## src/rtl/div_phase_bridge.sv

```systemverilog
// Full-rate companion to the toggle clock divider: tracks the divider phase, flags lost
// toggling, and carries half-rate words into the clk domain through a 2-entry buffer.
module div_phase_bridge #(
  parameter int WIDTH    = 32,
  parameter int LOCK_CNT = 4
) (
  input  logic             clk,
  input  logic             rst,
  input  logic             div_q,
  input  logic             slow_valid,
  input  logic [WIDTH-1:0] slow_data,
  input  logic             m_ready,
  output logic             m_valid,
  output logic [WIDTH-1:0] m_data,
  output logic             phase,
  output logic             rise,
  output logic             fall,
  output logic             locked,
  output logic             err,
  output logic             overflow
);

  typedef enum logic {ST_UNLOCKED = 1'b0, ST_LOCKED = 1'b1} state_t;

  localparam logic [3:0] LC = 4'(LOCK_CNT);

  state_t           r_state, w_state_nxt;
  logic [3:0]       r_cnt, w_cnt_nxt;
  logic             r_prev, r_rise, r_fall, r_err, w_err_nxt;
  logic             w_tog;

  logic [WIDTH-1:0] r_mem [2];
  logic             r_wr_ptr, r_rd_ptr;
  logic [1:0]       r_count;
  logic             r_overflow;
  logic             w_push, w_pop, w_full, w_accept;

  assign w_tog = div_q ^ r_prev;

  // NOTE: every output of this block gets a default first, so no path can infer a latch.
  always_comb begin
    w_state_nxt = r_state;
    w_cnt_nxt   = r_cnt;
    w_err_nxt   = 1'b0;
    case (r_state)
      ST_UNLOCKED: begin
        if (!w_tog) begin
          w_cnt_nxt = 4'd0;
        end else if (r_cnt + 4'd1 == LC) begin
          w_state_nxt = ST_LOCKED;
          w_cnt_nxt   = 4'd0;
        end else begin
          w_cnt_nxt = r_cnt + 4'd1;
        end
      end
      ST_LOCKED: begin
        if (!w_tog) begin
          w_state_nxt = ST_UNLOCKED;
          w_cnt_nxt   = 4'd0;
          w_err_nxt   = 1'b1;
        end
      end
      default: begin
        w_state_nxt = ST_UNLOCKED;
        w_cnt_nxt   = 4'd0;
      end
    endcase
  end

  // NOTE: sequential state uses non-blocking assignments so all registers update together.
  always_ff @(posedge clk or posedge rst) begin
    if (rst) begin
      r_state <= ST_UNLOCKED;
      r_cnt   <= 4'd0;
      r_err   <= 1'b0;
      r_prev  <= 1'b0;
      r_rise  <= 1'b0;
      r_fall  <= 1'b0;
    end else begin
      r_state <= w_state_nxt;
      r_cnt   <= w_cnt_nxt;
      r_err   <= w_err_nxt;
      r_prev  <= div_q;
      r_rise  <= div_q & ~r_prev;
      r_fall  <= ~div_q & r_prev;
    end
  end

  // A push is taken only on a sampled divider rise while the phase tracker is locked.
  assign w_push   = (r_state == ST_LOCKED) & div_q & ~r_prev & slow_valid;
  assign w_pop    = m_valid & m_ready;
  assign w_full   = (r_count == 2'd2);
  assign w_accept = w_push & (~w_full | w_pop);

  // NOTE: the two storage words are reset so m_data is never X, even while m_valid is low.
  always_ff @(posedge clk or posedge rst) begin
    if (rst) begin
      r_mem[0]   <= '0;
      r_mem[1]   <= '0;
      r_wr_ptr   <= 1'b0;
      r_rd_ptr   <= 1'b0;
      r_count    <= 2'd0;
      r_overflow <= 1'b0;
    end else begin
      if (w_accept) begin
        r_mem[r_wr_ptr] <= slow_data;
        r_wr_ptr        <= ~r_wr_ptr;
      end
      if (w_pop) begin
        r_rd_ptr <= ~r_rd_ptr;
      end
      case ({w_accept, w_pop})
        2'b10:   r_count <= r_count + 2'd1;
        2'b01:   r_count <= r_count - 2'd1;
        default: r_count <= r_count;
      endcase
      if (w_push & w_full & ~w_pop) begin
        r_overflow <= 1'b1;
      end
    end
  end

  assign m_valid  = (r_count != 2'd0);
  assign m_data   = r_mem[r_rd_ptr];
  assign phase    = r_prev;
  assign rise     = r_rise;
  assign fall     = r_fall;
  assign locked   = (r_state == ST_LOCKED);
  assign err      = r_err;
  assign overflow = r_overflow;

endmodule
```

## config.mk

```make
export PLATFORM = sky130hd
export DESIGN_NAME = div_phase_bridge
export DESIGN_NICKNAME = d
export VERILOG_FILES = /design/src/rtl/div_phase_bridge.sv
export SDC_FILE = /design/constraint.sdc
export NUM_CORES = 1
export LEC_CHECK = 0
export CORE_ASPECT_RATIO = 1.25
export CORE_MARGIN = 2
export CORE_UTILIZATION = 54
export DETAILED_ROUTE_END_ITERATION = 16
export HOLD_SLACK_MARGIN = 0.12
export PLACE_DENSITY = 0.83
export SETUP_SLACK_MARGIN = 0.15
export SLEW_MARGIN = 20
export SYNTH_ARGS = -nofsm -noshare
export SYNTH_HDL_FRONTEND = slang
export SYNTH_SLANG_ARGS = --single-unit
```

## constraint.sdc

```tcl
create_clock -name clk -period 6.1 [get_ports clk]
set_input_delay 1.22 -clock clk [delete_from_list [all_inputs] [get_ports clk]]
set_output_delay 1.22 -clock clk [all_outputs]
set_load 0.1 [all_outputs]
```

==> impl_results.md <==
* Number of violations of the max-capacitance limit at 0
* Setup fix buffers added after clock tree synthesis at 0
* Unrepaired setup endpoints after global routing: false
* Crit Reg-Reg Startpoint: locked
* Switching part of the total power at 31.4%
* Register bit total from synthesis at 78
* Required time at the worst-slack endpoint at 4.88 ns
* Number of antenna violations at the first check in global routing at 0
* Post-synthesis instance total at 231
* Clk slew on worst S/H paths at 0.07 ns
* Fraction of synthesized area in multiplexers at 31.4%
* Resized cells post-CTS at 0
* Via count at 2097
* Finish-stage setup viols at 0
* R2r endpoint: r_mem[44]
* Crit path max-delay cell type: clkdlybuf4s50_1
* Routed WL per cell at 15.8 um
* Peak supply drop at 0.176 mV
* Clock power share at 31.1%
* Total area of multi-input combinational cells at 1420 um^2
* Area of the placeable core at 6210 um^2
* Power per unit of standard cell area at 309 nW/um^2
* Fmax achieved at 262 MHz
* Number of top-level pins at 76
* Endpoint of the worst setup timing path: m_data[22]
* Compound-gate portion of the synthesized area at 1.73%
* Ys Warns at 0
* Routed Wire Length at 6310 um
* Via count of the first global-routing pass at 2198
* Power Total at 1.39 mW
* Launch point of the critical path: r_rd_ptr
* Final weighted congestion in routability-driven placement at 0.751
* Count of cells along the worst register-to-register path at 4
* Clock buffer depth at 2
* Area growth from synthesis to final layout at 29.8%
* Leak Pwr at 2.18 nW
* Crit path capture type: output pin
* Worst hold-check path type: register to register
* Type of the worst setup path: register to output pin
* Post-synthesis instance area at 3470 um^2
* Final count of pins violating max slew at 0
* Switching power summed over all nets at 0.437 mW
* Overall die width at 75.7 um
* Worst-Margin Slew at 0.996 ns
* Most common cell after layout, fill and taps aside: mux2_2
* Synthesized-area fraction occupied by xor and xnor cells at 1.51%
* Wire length of the first global-routing pass at 10200 um
* Number of nets with antenna violations after routing at 0
* Area share of fa/ha/maj cells after synthesis at 1.80%
* Outcome: complete, no violations
* Gr usage total at 19.4%
* Part of the cycle the worst path needs at 62.6%
* Height of the die at 93.6 um
* TritonCTS clock tree: yes
* Synthesized net count at 273
* Post-CTS Hold Fix Bufs at 0
* Total Negative Setup Slacks at 0 ns
* Commonest cells after routing, fill and taps aside: mux2_2, dfrtp_1, clkdlybuf4s50_1, clkbuf_8
* Final critical path time including I/O delays and setup at 3.82 ns
* Simple-gate share of the synthesized area at 4.47%
* Delay of the slowest critical-path stage at 1.13 ns
* Seq/Total Area, Yosys at 56.2%
* Half-perimeter wire length after placement at 4280 um
* Number of fillers in the final layout at 436
* Mean instance size in the synthesized netlist at 15.0 um^2
* Endpoints failing hold at 0
* Placed cells at 383
* Number of levels the H-tree was split into at 3
* Total number of placement rows at 32
* Effective utilization at floorplan at 55.9%
* Gr ovfl total at 0
* CP Max Fanout at 29
* Design internal power at 0.956 mW
* Per-cell via count in the routed design at 5.26
* Layout Cells excl Fill at 399
* Combinational share of power at 26.5%
* Worst slew slack as a fraction of its limit at 33.4%
* Distinct cells, synth at 33
* Die footprint at 7090 um^2
* Arrival time at the worst endpoint at 2.60 ns
* Quantity of I/O buffers inserted on ports at 75
* DRC marker count from the first detailed-route iteration at 88
* Number of nets in the layout at 351
* Dominant combinational cell family by area after synthesis: multiplexers
* Cells along the critical path: buf_4, mux2_2, clkdlybuf4s50_1
* Antenna cells at 0
* Total clock buffers created by CTS at 9
* Layout cells sized above 1 at 36.6%
* Remaining routing DRC violations at 0
* Worst skew pair latency at 0.33 ns
* Reg power frac at 42.4%
* Clock tree root buffer cell: clkbuf_8
* Worst Clk Skew at 0.00605 ns
* Combined flip-flop and latch cell area at 1950 um^2
* Pin count of the biggest net entering global routing at 51
* Count of clock tree sinks at 78
* Launching element type of the critical path: register
* First-pass DRT Iterations at 4
* Slack of the worst reg-to-reg path at 3.73 ns
sequential cells by signal (all words and copies together), names as in the netlist:
| name | cells |
|---|---|
| r_mem | 64 |
| overflow | 1 |
| phase | 1 |
| locked | 1 |
| fall | 1 |
| err | 1 |
| rise | 1 |
| r_rd_ptr | 1 |
| r_count | 2 |
| r_wr_ptr | 1 |
| r_cnt | 4 |
through the flow:
| stage | setup slack (ns) | util (%) | cell area [um^2] | hold WS (ns) |
|---|---|---|---|---|
| after detailed placement | 2.46 | 68.8 | 4270 | 0.447 |
| after CTS | 2.24 | 72.6 | 4510 | 0.464 |
| final | 2.28 | 72.6 | 4510 | 0.462 |
| after floorplan | 2.88 | - | 3470 | 0.454 |
| after global placement | 2.53 | 68.8 | 4270 | 0.441 |
| after global routing | 2.17 | 72.6 | 4510 | 0.496 |
how the worst min path moves through the flow:
stage	startpoint	endpoint	slack, ns	cells after the start
after CTS	overflow	overflow	0.46	1
after global placement	overflow	overflow	0.44	1
after floorplan	r_mem[38]	r_mem[38]	0.45	1
after global routing	overflow	overflow	0.50	1
after detailed placement	overflow	overflow	0.45	1
final	overflow	overflow	0.46	1
cells by family (layout without fill, tap and decap cells):
logic type	after synthesis	after routing
multiplexers	97	97
flip-flops	78	78
AND/OR/NAND/NOR	21	21
buffers and inverters	16	99
AO/OA/AOI/OAI	8	8
XOR/XNOR	6	6
adder cells (fa/ha/maj)	5	5
synthesized netlist by cell type:
master,number,area (um^2)
nand4b_1,1,8.76
a21oi_1,2,10.0
and2_1,3,18.8
o2111a_1,1,11.3
or3b_2,1,8.76
nor3b_1,2,15.0
mux2i_1,1,10.0
nand4_1,1,6.26
mux2_1,5,56.3
buf_6,3,33.8
o31a_1,1,8.76
a22oi_1,1,7.51
mux2_2,91,1020
or2_2,1,6.26
a21o_1,1,7.51
nor3b_4,1,18.8
xnor2_1,3,26.3
dfrtp_1,78,1950
nor2_1,3,11.3
inv_1,5,18.8
nand2_1,2,7.51
and3_1,1,6.26
or4_1,1,7.51
o22ai_1,1,6.26
and4b_4,1,13.8
o2111ai_1,1,8.76
clkbuf_1,4,15.0
nor4bb_1,1,10.0
nand2b_1,1,6.26
ha_1,5,62.6
buf_4,4,30.0
xor2_1,3,26.3
nand3_2,1,10.0
area by class of cell:
class	count	share of cell area (%)
clock buffers	13	3.75
clock inverters	3	1.44
inverters	5	0.444
multi-input cells	137	31.5
flip-flops and latches	78	43.3
well taps	85	2.36
repair buffers	78	17.2
per-layer routing:
metal | track usage, % | part of all wire [%] | vias up
met5 | 0 | 0 | -
met4 | 9.21 | 1.2 | 0
met3 | 4.63 | 4.2 | 8
met2 | 31.5 | 51 | 55
met1 | 23.9 | 44 | 1045
li1 | - | - | 989
worst max-delay path: cells and delay by family (launching register included):
family / cells / cell delay, ns
buffers and inverters: 2 / 1.55
muxes: 1 / 0.25
DFF: 1 / 0.46
power groups by stage:
stage / combinational, mW / sequential (mW) / clock, mW
after floorplan: 0.277 / 0.597 / 0
after global placement: 0.367 / 0.598 / 0
after detailed placement: 0.370 / 0.601 / 0
after CTS: 0.372 / 0.591 / 0.448
after global routing: 0.388 / 0.596 / 0.471
final: 0.368 / 0.591 / 0.433
(Power assumes the default switching activity.)
